<file path="config.mk">
export PLATFORM = sky130hd
export DESIGN_NAME = spi_byte_rx
export DESIGN_NICKNAME = d
export VERILOG_FILES = /design/src/rtl/spi_pkg.sv /design/src/rtl/spi_rx_fifo.sv /design/src/rtl/spi_byte_rx.sv
export SDC_FILE = /design/constraint.sdc
export NUM_CORES = 1
export LEC_CHECK = 0
export CAP_MARGIN = 5
export CORE_ASPECT_RATIO = 1.25
export CORE_MARGIN = 1.5
export CORE_UTILIZATION = 62
export DETAILED_ROUTE_END_ITERATION = 6
export GPL_ROUTABILITY_DRIVEN = 0
export PLACE_DENSITY = 0.83
export SKIP_LAST_GASP = 1
export SYNTH_ARGS = -nofsm -noshare
export SYNTH_HDL_FRONTEND = slang
export SYNTH_SLANG_ARGS = --single-unit
</file>
<file path="constraint.sdc">
create_clock -name clk -period 4.35 [get_ports clk]
set_clock_uncertainty 0.1 [all_clocks]
set_input_delay 0.87 -clock clk [delete_from_list [all_inputs] [get_ports clk]]
set_output_delay 0.87 -clock clk [all_outputs]
set_load 0.01 [all_outputs]
</file>
<file path="src/rtl/spi_pkg.sv">
// Shared widths, byte type and pin idle levels for the SPI receive slice.
// Used by spi_byte_rx and spi_rx_fifo.
package spi_pkg;
  localparam int SPI_BYTE_W    = 8;
  localparam int SPI_BIT_CNT_W = 3;

  typedef logic [SPI_BYTE_W-1:0] spi_byte_t;

  localparam logic SCLK_IDLE = 1'b0;
  localparam logic CS_IDLE   = 1'b1;
  localparam logic MOSI_IDLE = 1'b0;
endpackage

</file>
<file path="src/rtl/spi_rx_fifo.sv">
// Synchronous byte FIFO with a registered head-of-queue output.
// Push while full is accepted only when a pop happens in the same cycle.
module spi_rx_fifo
  import spi_pkg::*;
#(
  parameter int DEPTH = 4
) (
  input  logic                       clk,
  input  logic                       rst,
  input  logic                       push,
  input  spi_byte_t                  wdata,
  input  logic                       pop,
  output spi_byte_t                  rdata,
  output logic                       empty,
  output logic                       full,
  output logic [$clog2(DEPTH):0]     count
);

  localparam int AW = $clog2(DEPTH);

  spi_byte_t         mem [DEPTH];
  logic [AW-1:0]     wr_ptr;
  logic [AW-1:0]     rd_ptr;
  logic [AW-1:0]     rd_nxt;
  logic              do_push;
  logic              do_pop;

  assign empty   = (count == '0);
  assign full    = (count == (AW+1)'(DEPTH));
  assign do_pop  = pop & ~empty;
  assign do_push = push & (~full | do_pop);
  assign rd_nxt  = rd_ptr + AW'(1);

  always_ff @(posedge clk) begin
    if (do_push) mem[wr_ptr] <= wdata;
  end

  always_ff @(posedge clk or posedge rst) begin
    if (rst) begin
      wr_ptr <= '0;
      rd_ptr <= '0;
      count  <= '0;
      rdata  <= '0;
    end else begin
      if (do_push) wr_ptr <= wr_ptr + AW'(1);
      if (do_pop)  rd_ptr <= rd_nxt;
      unique case ({do_push, do_pop})
        2'b10:   count <= count + (AW+1)'(1);
        2'b01:   count <= count - (AW+1)'(1);
        default: count <= count;
      endcase
      // Head register follows the entry that becomes head next cycle
      if (do_pop) begin
        if (count == (AW+1)'(1)) begin
          if (do_push) rdata <= wdata;
        end else begin
          rdata <= mem[rd_nxt];
        end
      end else if (do_push && empty) begin
        rdata <= wdata;
      end
    end
  end

endmodule

</file>
<file path="src/rtl/spi_byte_rx.sv">
// SPI mode-0 slave byte receiver: pin sync, edge detect, deserialise, FIFO.
// Optional miso echo of the last received byte under SPI_MISO_ECHO_EN.
module spi_byte_rx
  import spi_pkg::*;
#(
  parameter int SYNC_STAGES = 2,
  parameter int FIFO_DEPTH  = 4
) (
  input  logic                  clk,
  input  logic                  rst,
  input  logic                  sclk,
  input  logic                  cs,
  input  logic                  mosi,
  output logic                  miso,
  output logic [SPI_BYTE_W-1:0] rx_data,
  output logic                  rx_valid,
  input  logic                  rx_ready,
  output logic                  frame_start,
  output logic                  frame_err,
  output logic                  overflow
);

  logic [SYNC_STAGES-1:0]   sclk_sync;
  logic [SYNC_STAGES-1:0]   cs_sync;
  logic [SYNC_STAGES-1:0]   mosi_sync;
  logic [SYNC_STAGES-1:0]   fill;
  logic                     sclk_s;
  logic                     cs_s;
  logic                     mosi_s;
  logic                     sclk_d;
  logic                     cs_d;
  logic                     sclk_rise;
  logic                     cs_fall;
  logic                     cs_rise;
  logic                     armed;
  logic [SPI_BYTE_W-2:0]    shreg;
  logic [SPI_BIT_CNT_W-1:0] bit_cnt;
  spi_byte_t                byte_done;
  logic                     shift_en;
  logic                     push;
  logic                     pop;
  logic                     fifo_empty;
  logic                     fifo_full;
  logic [$clog2(FIFO_DEPTH):0] fifo_count;

  // fill marks when the cs chain holds a real pin sample rather than reset idle
  always_ff @(posedge clk or posedge rst) begin
    if (rst) begin
      sclk_sync <= {SYNC_STAGES{SCLK_IDLE}};
      cs_sync   <= {SYNC_STAGES{CS_IDLE}};
      mosi_sync <= {SYNC_STAGES{MOSI_IDLE}};
      fill      <= '0;
      sclk_d    <= SCLK_IDLE;
      cs_d      <= CS_IDLE;
    end else begin
      sclk_sync <= {sclk_sync[SYNC_STAGES-2:0], sclk};
      cs_sync   <= {cs_sync[SYNC_STAGES-2:0], cs};
      mosi_sync <= {mosi_sync[SYNC_STAGES-2:0], mosi};
      fill      <= {fill[SYNC_STAGES-2:0], 1'b1};
      sclk_d    <= sclk_s;
      cs_d      <= cs_s;
    end
  end

  assign sclk_s    = sclk_sync[SYNC_STAGES-1];
  assign cs_s      = cs_sync[SYNC_STAGES-1];
  assign mosi_s    = mosi_sync[SYNC_STAGES-1];
  assign sclk_rise = sclk_s & ~sclk_d;
  assign cs_fall   = ~cs_s & cs_d;
  assign cs_rise   = cs_s & ~cs_d;

  assign byte_done   = {shreg, mosi_s};
  assign shift_en    = armed & ~cs_s & sclk_rise & ~cs_fall;
  assign push        = shift_en & (bit_cnt == SPI_BIT_CNT_W'(7));
  assign frame_start = armed & cs_fall;
  assign frame_err   = armed & cs_rise & (bit_cnt != '0);

  always_ff @(posedge clk or posedge rst) begin
    if (rst) begin
      armed   <= 1'b0;
      shreg   <= '0;
      bit_cnt <= '0;
    end else begin
      if (fill[SYNC_STAGES-1] && cs_s) armed <= 1'b1;
      if (armed && (cs_rise || cs_fall)) begin
        bit_cnt <= '0;
      end else if (shift_en) begin
        shreg   <= byte_done[SPI_BYTE_W-2:0];
        bit_cnt <= bit_cnt + SPI_BIT_CNT_W'(1);
      end
    end
  end

  assign pop      = rx_ready & ~fifo_empty;
  assign rx_valid = (fifo_count != '0);

  spi_rx_fifo #(
    .DEPTH (FIFO_DEPTH)
  ) u_fifo (
    .clk   (clk),
    .rst   (rst),
    .push  (push),
    .wdata (byte_done),
    .pop   (pop),
    .rdata (rx_data),
    .empty (fifo_empty),
    .full  (fifo_full),
    .count (fifo_count)
  );

  always_ff @(posedge clk or posedge rst) begin
    if (rst) overflow <= 1'b0;
    else if (push && fifo_full && !pop) overflow <= 1'b1;
  end

`ifdef SPI_MISO_ECHO_EN
  spi_byte_t last_byte;
  spi_byte_t tx_sh;
  logic      sclk_fall;

  assign sclk_fall = ~sclk_s & sclk_d;

  always_ff @(posedge clk or posedge rst) begin
    if (rst) begin
      last_byte <= '0;
      tx_sh     <= '0;
    end else if (armed) begin
      if (push) begin
        last_byte <= byte_done;
        tx_sh     <= byte_done;
      end else if (cs_fall) begin
        tx_sh <= last_byte;
      end else if (sclk_fall && !cs_s) begin
        tx_sh <= {tx_sh[SPI_BYTE_W-2:0], 1'b0};
      end
    end
  end

  assign miso = ~cs_s & tx_sh[SPI_BYTE_W-1];
`else
  assign miso = 1'b0;
`endif

endmodule

</file>
==> results.rst, run 1 <==
.. list-table::
   :header-rows: 1

   * - Metric
     - Value
   * - Number of rows in the core area
     - 27
   * - Total DRC errors in the routed layout
     - 0
   * - Filler Cell Count
     - 284
   * - CTS tree
     - yes
   * - CTS-repair resized insts
     - 0
   * - Synthesized netlist net count
     - 209
   * - Worst R2R End
     - u_fifo.count[2]
   * - Layout-stage area growth over the synthesis result
     - 13.4%
   * - Initial core utilization
     - 64.5%
   * - Detailed Route WL
     - 4710 um
   * - Highest attainable clock frequency
     - 0.356 GHz
   * - Count of unique library cells instantiated by Yosys
     - 34
   * - R2r startpoint
     - cs_sync[1]
   * - Post-CTS setup-driven buffer insertion count
     - 0
   * - Number of flops mapped to enable cells by yosys
     - 32
   * - Total iterations of the first detailed-routing run
     - 4
   * - Total number of vias
     - 1540
   * - Top cells by area in the synthesized netlist
     - sky130_fd_sc_hd__edfxtp_1, sky130_fd_sc_hd__dfrtp_1, sky130_fd_sc_hd__mux4_2
   * - Required time reported for the critical path endpoint
     - 3.38 ns
   * - Antenna-violating nets left
     - 0
   * - Arr. time, crit path
     - 1.84 ns
   * - Deepest level of the CTS H-tree
     - 3
   * - Count of final hold-check violations
     - 0
   * - Number of global-route vias before repair
     - 1684
   * - Transition time at the pin with the least slew margin
     - 0.570 ns
   * - Post-CTS Hold Buffers
     - 0
   * - Destination of the worst hold path
     - mosi_sync[1]
   * - Async SR Flop Fraction
     - 53.6%
   * - Start point of the worst hold path
     - mosi_sync[0]
   * - Number of max-cap violations
     - 0
   * - Detailed-route vias per instance
     - 5.58
   * - Number of I/O port buffers
     - 17
   * - Average cell area after synthesis
     - 15.0 sq um
   * - Drt initial violations
     - 94
   * - Crit Path Max Fanout
     - 5
   * - Worst setup EP type
     - primary output
   * - Leading cell type by number of instances after synthesis
     - sky130_fd_sc_hd__dfrtp_1
   * - Setup repair after global routing missed its margin
     - false
   * - DP Worst Slack
     - 1.47 ns
   * - Power density of the placed cells
     - 407 nW/um^2
   * - Count of warnings emitted by yosys
     - 0
   * - Layout Nets
     - 233
   * - DP HPWL
     - 3460 um
   * - Number of cells on the worst hold path
     - 0
   * - Detail-routed net length per standard cell
     - 17.0 um
   * - Count of cells along the worst register-to-register path
     - 9
   * - Sequential-to-total area share from yosys stat
     - 66.8%
   * - Post-Route Setup TNS
     - 0 ns
   * - Num CTS Buffers
     - 9
   * - Number of setup violations in the final report
     - 0
   * - Width of the die
     - 63.4 um
   * - Sinks on the clock net
     - 69
   * - Clock period minus final worst setup slack
     - 2.81 ns
   * - Cell type with the highest aggregate area in the netlist
     - sky130_fd_sc_hd__edfxtp_1
   * - Global-route usage over all layers
     - 21.7%
   * - Netlist area before placement
     - 2830 sq um
   * - Final global-route overflow total
     - 0
   * - Tightest slew margin relative to the limit
     - 62.0%
   * - Worst supply voltage drop on vdd
     - 313 uV
   * - Root buffer cell
     - sky130_fd_sc_hd__clkbuf_8
   * - Gate count of the mapped netlist
     - 189
   * - Core box area
     - 4390 sq um
   * - Flip-flop and latch count after synthesis
     - 69
   * - Worst-Skew Late Latency
     - 0.33 ns
   * - Layout cell share with drive strength beyond 1
     - 13.3%
   * - Most common library cells after synthesis
     - sky130_fd_sc_hd__dfrtp_1, sky130_fd_sc_hd__edfxtp_1, sky130_fd_sc_hd__nand2_1
   * - Register-to-register path setup slack
     - 1.84 ns
   * - Nature of the critical path startpoint
     - flip-flop
   * - Die Outline Area
     - 4980 sq um
   * - Final Cycle Share
     - 64.5%
   * - Pins over their slew limit
     - 0
   * - Maximum number of pins on one net before global-route repair
     - 38
   * - Static leakage power
     - 0.00133 uW
   * - Count of antenna diodes in the layout
     - 0
   * - Leading register cell type out of synthesis
     - sky130_fd_sc_hd__dfrtp_1
   * - Result of the run
     - complete, no violations
   * - Reg clk slew, reported paths
     - 0.06 ns
   * - Smallest setup slack after layout
     - 1.54 ns
   * - Ports placed on the boundary
     - 19
   * - Floorplan die height
     - 78.6 um
   * - Kind of path behind the tightest hold check
     - flip-flop to flip-flop
   * - Critical path start-end classification
     - flip-flop to primary output
   * - Maximum clock insertion buffer count
     - 2
   * - Wire length of the first global-routing pass
     - 7820 um
   * - Area fraction of the dominant cell type after synthesis
     - 33.9%
   * - Initial antenna violation count
     - 0
==> where the power goes <==
part,total [uW],internal [uW],switching [uW]
Combinational,115,60.5,54.2
Clock,432,221,210
Sequential,759,721,38.5
Total,1310,1000,303
==> how the worst max path moves through the flow <==
stage,from,end,slack [ns],cells after the start
after floorplan,cs_sync[1],u_fifo.count[2],2.14,10
after global placement,rx_ready,u_fifo.count[2],1.63,8
after detailed placement,rx_ready,u_fifo.count[2],1.47,8
after CTS,cs_sync[1],frame_start,1.52,4
after global routing,cs_sync[1],frame_start,1.46,4
final,cs_sync[1],frame_start,1.54,4
==> layout by cell type, fill, tap and decap left out, types with 3 or more instances in the layout <==
| cell type | count |
|---|---|
| sky130_fd_sc_hd__nand2_1 | 26 |
| sky130_fd_sc_hd__a221o_1 | 8 |
| sky130_fd_sc_hd__nor2b_1 | 11 |
| sky130_fd_sc_hd__a21oi_1 | 3 |
| sky130_fd_sc_hd__clkbuf_1 | 4 |
| sky130_fd_sc_hd__clkdlybuf4s50_1 | 17 |
| sky130_fd_sc_hd__ha_1 | 14 |
| sky130_fd_sc_hd__mux4_2 | 8 |
| sky130_fd_sc_hd__dfstp_2 | 3 |
| sky130_fd_sc_hd__dfrtp_1 | 34 |
| sky130_fd_sc_hd__and2_1 | 6 |
| sky130_fd_sc_hd__xnor2_1 | 4 |
| sky130_fd_sc_hd__clkbuf_8 | 10 |
| sky130_fd_sc_hd__inv_1 | 10 |
| sky130_fd_sc_hd__edfxtp_1 | 32 |
==> cell type report <==
| class | instances | area, sq um | share of cell area [%] |
|---|---|---|---|
| multi-input combinational | 104 | 866 | 27.0 |
| tap | 58 | 72.6 | 2.26 |
| clock inverter | 2 | 10.0 | 0.312 |
| timing repair buffer | 18 | 178 | 5.53 |
| sequential | 69 | 1890 | 58.9 |
| clock buffer | 14 | 153 | 4.75 |
| inverter | 11 | 41.3 | 1.29 |
==> state kept, by name, summed over array words and instances (netlist names), 2 cells and up <==
| name | count |
|---|---|
| mosi_sync | 2 |
| u_fifo.wr_ptr | 2 |
| cs_sync | 2 |
| u_fifo.count | 3 |
| fill | 2 |
| u_fifo.rd_ptr | 2 |
| shreg | 7 |
| u_fifo.mem | 32 |
| sclk_sync | 2 |
| u_fifo.rdata | 8 |
| bit_cnt | 3 |
==> logic make-up (layout without fill, tap and decap cells) <==
| family | after synthesis | in the layout | share of synthesized area (%) |
|---|---|---|---|
| AOI/OAI and AO/OA | 20 | 20 | 5.61 |
| xor gates and xnor gates | 6 | 6 | 1.86 |
| adders and majority gates | 14 | 14 | 6.19 |
| buffers and inverters | 16 | 45 | 2.65 |
| DFF | 69 | 69 | 66.8 |
| muxes | 9 | 9 | 6.72 |
| other | 2 | 2 | 0.265 |
| and+or+nand+nor | 53 | 53 | 9.94 |
==> critical path, cell delays in order, from the launching register on <==
cell and delay, ns:
sky130_fd_sc_hd__dfstp_2 0.57, sky130_fd_sc_hd__inv_1 0.09, sky130_fd_sc_hd__ha_1 0.21, sky130_fd_sc_hd__and2_1 0.16, sky130_fd_sc_hd__clkdlybuf4s50_1 0.47
==> metrics by stage <==
stage          instance area [sq um]  power (uW)  utilization (%)  instances  hold slack, ns
6_report                        3210        1310             73.1        276           0.252
5_1_grt                         3210        1350             73.1        276           0.269
4_1_cts                         3210        1310             73.1        276           0.256
3_5_place_dp                    3050         887             69.4        260           0.241
3_3_place_gp                    3050         874             69.4        260           0.233
2_1_floorplan                   2830         834                -        189           0.231
==> per-layer routing <==
metal	routed length, um	share of wire [%]	GRT usage [%]	up-vias
met3	158	3.4	4.58	14
li1	-	-	-	711
met4	150	3.2	15.4	0
met5	0	0	0	-
met1	1880	40	24.5	777
met2	2510	53	36.4	38
Note: power is estimated with default switching activity, not from simulation.
==> run 2: changes to the inputs <==
CORE_UTILIZATION = 58   (was 62)
PLACE_DENSITY = 0.79   (was 0.83)
clock period = 2.7 ns   (was 4.35 ns; I/O delays follow)
==> results.rst, run 2 (synthesis results as in run 1) <==
.. list-table::
   :header-rows: 1

   * - Metric
     - Value
   * - Required time reported for the critical path endpoint
     - 2.06 ns (-1.32 ns)
   * - Tightest slew margin relative to the limit
     - 64.4% (+2.4 points)
   * - Worst supply voltage drop on vdd
     - 413 uV (+32%)
   * - Arr. time, crit path
     - 1.83 ns (about the same)
   * - Most flop-heavy register
     - u_fifo.mem
   * - CTS tree
     - yes
   * - Worst-Skew Late Latency
     - 0.34 ns (about the same)
   * - Wire length of the first global-routing pass
     - 7940 um (+1.6%)
   * - Reg clk slew, reported paths
     - 0.06 ns (about the same)
   * - Initial core utilization
     - 59.9% (-4.6 points)
   * - Pins over their slew limit
     - 0 (unchanged)
   * - Count of placed standard cells including taps
     - 262 (+0.77%)
   * - Detailed-route vias per instance
     - 5.47 (-1.9%)
   * - Total iterations of the first detailed-routing run
     - 4 (unchanged)
   * - Static leakage power
     - 0.00135 uW (+1.2%)
   * - Number of I/O port buffers
     - 17 (unchanged)
   * - Number of setup violations in the final report
     - 0 (unchanged)
   * - Maximum clock insertion buffer count
     - 2 (unchanged)
   * - Sinks on the clock net
     - 69 (unchanged)
   * - Final global-route overflow total
     - 0 (unchanged)
   * - Most frequent cells in the layout
     - sky130_fd_sc_hd__dfrtp_1, sky130_fd_sc_hd__edfxtp_1, sky130_fd_sc_hd__nand2_1
   * - Most common cell after layout, fill and taps aside
     - sky130_fd_sc_hd__dfrtp_1
   * - Number of global-route vias before repair
     - 1575 (-6.5%)
   * - CTS-repair resized insts
     - 0 (unchanged)
   * - Total DRC errors in the routed layout
     - 0 (unchanged)
   * - Maximum number of pins on one net before global-route repair
     - 38 (unchanged)
   * - Layout Nets
     - 233 (unchanged)
   * - Result of the run
     - complete, no violations
   * - Detailed Route WL
     - 4660 um (-1.0%)
   * - Num CTS Buffers
     - 9 (unchanged)
   * - Cell Chain, Critical Path
     - inv_1 > ha_1 > and2_1 > clkdlybuf4s50_1
   * - Transition time at the pin with the least slew margin
     - 0.535 ns (-0.0354 ns)
   * - PnR Total Power
     - 2290 uW (+75%)
   * - Count of antenna diodes in the layout
     - 0 (unchanged)
   * - Filler-free cell count of the finished design
     - 278 (+0.72%)
   * - Kind of path behind the tightest hold check
     - flip-flop to flip-flop
   * - Post-CTS Hold Buffers
     - 0 (unchanged)
   * - Detail-routed net length per standard cell
     - 16.8 um (-1.7%)
   * - Drt initial violations
     - 106 (+13%)
   * - Antenna-violating nets left
     - 0 (unchanged)
   * - Initial antenna violation count
     - 0 (unchanged)
   * - Setup repair after global routing missed its margin
     - false
   * - Ports placed on the boundary
     - 19 (unchanged)
   * - Nature of the critical path startpoint
     - flip-flop
   * - Final Cycle Share
     - 91.3%
   * - DP HPWL
     - 3250 um (-6.0%)
   * - Count of final hold-check violations
     - 0 (unchanged)
   * - Die Outline Area
     - 5310 sq um (+6.6%)
   * - Global-route usage over all layers
     - 21.1% (-0.60 points)
   * - Number of rows in the core area
     - 28 (+3.7%)
   * - Highest attainable clock frequency
     - 0.405 GHz
   * - Critical path start-end classification
     - flip-flop to primary output
   * - Layout cell share with drive strength beyond 1
     - 13.8% (+0.46 points)
   * - Core box area
     - 4730 sq um (+7.7%)
   * - Maximum cell stage delay along the critical path
     - 0.57 ns (about the same)
   * - Post-Route Setup TNS
     - 0 ns (unchanged)
   * - Floorplan die height
     - 81.1 um (+3.3%)
   * - Worst setup EP type
     - primary output
   * - Root buffer cell
     - sky130_fd_sc_hd__clkbuf_8
   * - Total number of vias
     - 1522 (-1.2%)
   * - Number of max-cap violations
     - 0 (unchanged)
   * - Max FFs per register
     - 32 (unchanged)
   * - Post-CTS setup-driven buffer insertion count
     - 0 (unchanged)
   * - Deepest level of the CTS H-tree
     - 3 (unchanged)
   * - Cell with the biggest individual delay on the critical path
     - sky130_fd_sc_hd__dfstp_2
   * - Clock period minus final worst setup slack
     - 2.47 ns
   * - Power density of the placed cells
     - 702 nW/um^2 (+73%)
   * - Crit Path Max Fanout
     - 5 (unchanged)
   * - Width of the die
     - 65.5 um (+3.2%)
   * - Largest regs
     - u_fifo.mem (32), u_fifo.rdata (8), shreg (7)
   * - Register-to-register path setup slack
     - 0.26 ns (-1.58 ns)
   * - Layout-stage area growth over the synthesis result
     - 15.1%
run 2: changes by cell type in the layout (fill, tap and decap cells not counted), sizes merged:
cell	previous run	this run
clkinvlp	0	1
bufinv	0	2
clkinv	2	1
clkbuf	14	12
run 2: final timing paths:
path | startpoint | cells after the start | end
setup / recovery | cs_sync[1] | 4 | frame_start
hold / removal | fill[0] | 0 | fill[1]
setup reg to reg | cs_sync[1] | 8 | u_fifo.count[2]
hold reg to reg | fill[0] | 0 | fill[1]
max in group asynchronous | rst | 3 | cs_sync[1]
min in group asynchronous | rst | 3 | u_fifo.count[2]
run 2: critical path: cells and delay by family, from the launching register on:
family | cells | cell delay (ns)
simple gates | 1 | 0.16
fa+ha+maj | 1 | 0.21
flops | 1 | 0.57
buf+inv | 2 | 0.55
run 2: layout make-up:
cell class	count	area, sq um
multi-input combinational	104	866
sequential	69	1890
clock buffer	12	135
fill	326	1470
clock inverter	4	72.6
timing repair buffer	18	178
inverter	11	41.3
tap	60	75.1
run 2: through the flow:
| stage | cell area [sq um] | hold slack, ns | setup slack (ns) | util, % |
|---|---|---|---|---|
| floorplan | 2830 | 0.231 | 0.488 | - |
| detailed placement | 3050 | 0.237 | 0.213 | 64.5 |
| finish | 3260 | 0.256 | 0.234 | 68.9 |
| global route | 3260 | 0.264 | 0.100 | 68.9 |
| CTS | 3260 | 0.259 | 0.204 | 68.9 |
| global placement | 3050 | 0.234 | 0.318 | 64.5 |
run 2: power breakdown:
part / switching [uW] / total, uW / internal [uW]
Sequential: 63.6 / 1220 / 1160
Clock: 363 / 883 / 520
Combinational: 83.9 / 180 / 96.5
run 2: routing by layer:
metal	up-vias	track usage [%]	part of all wire (%)
li1	713	-	-
met5	-	0	0
met2	38	34.4	52
met3	9	5.82	3.4
met1	762	26.8	42
met4	0	9.17	1.7
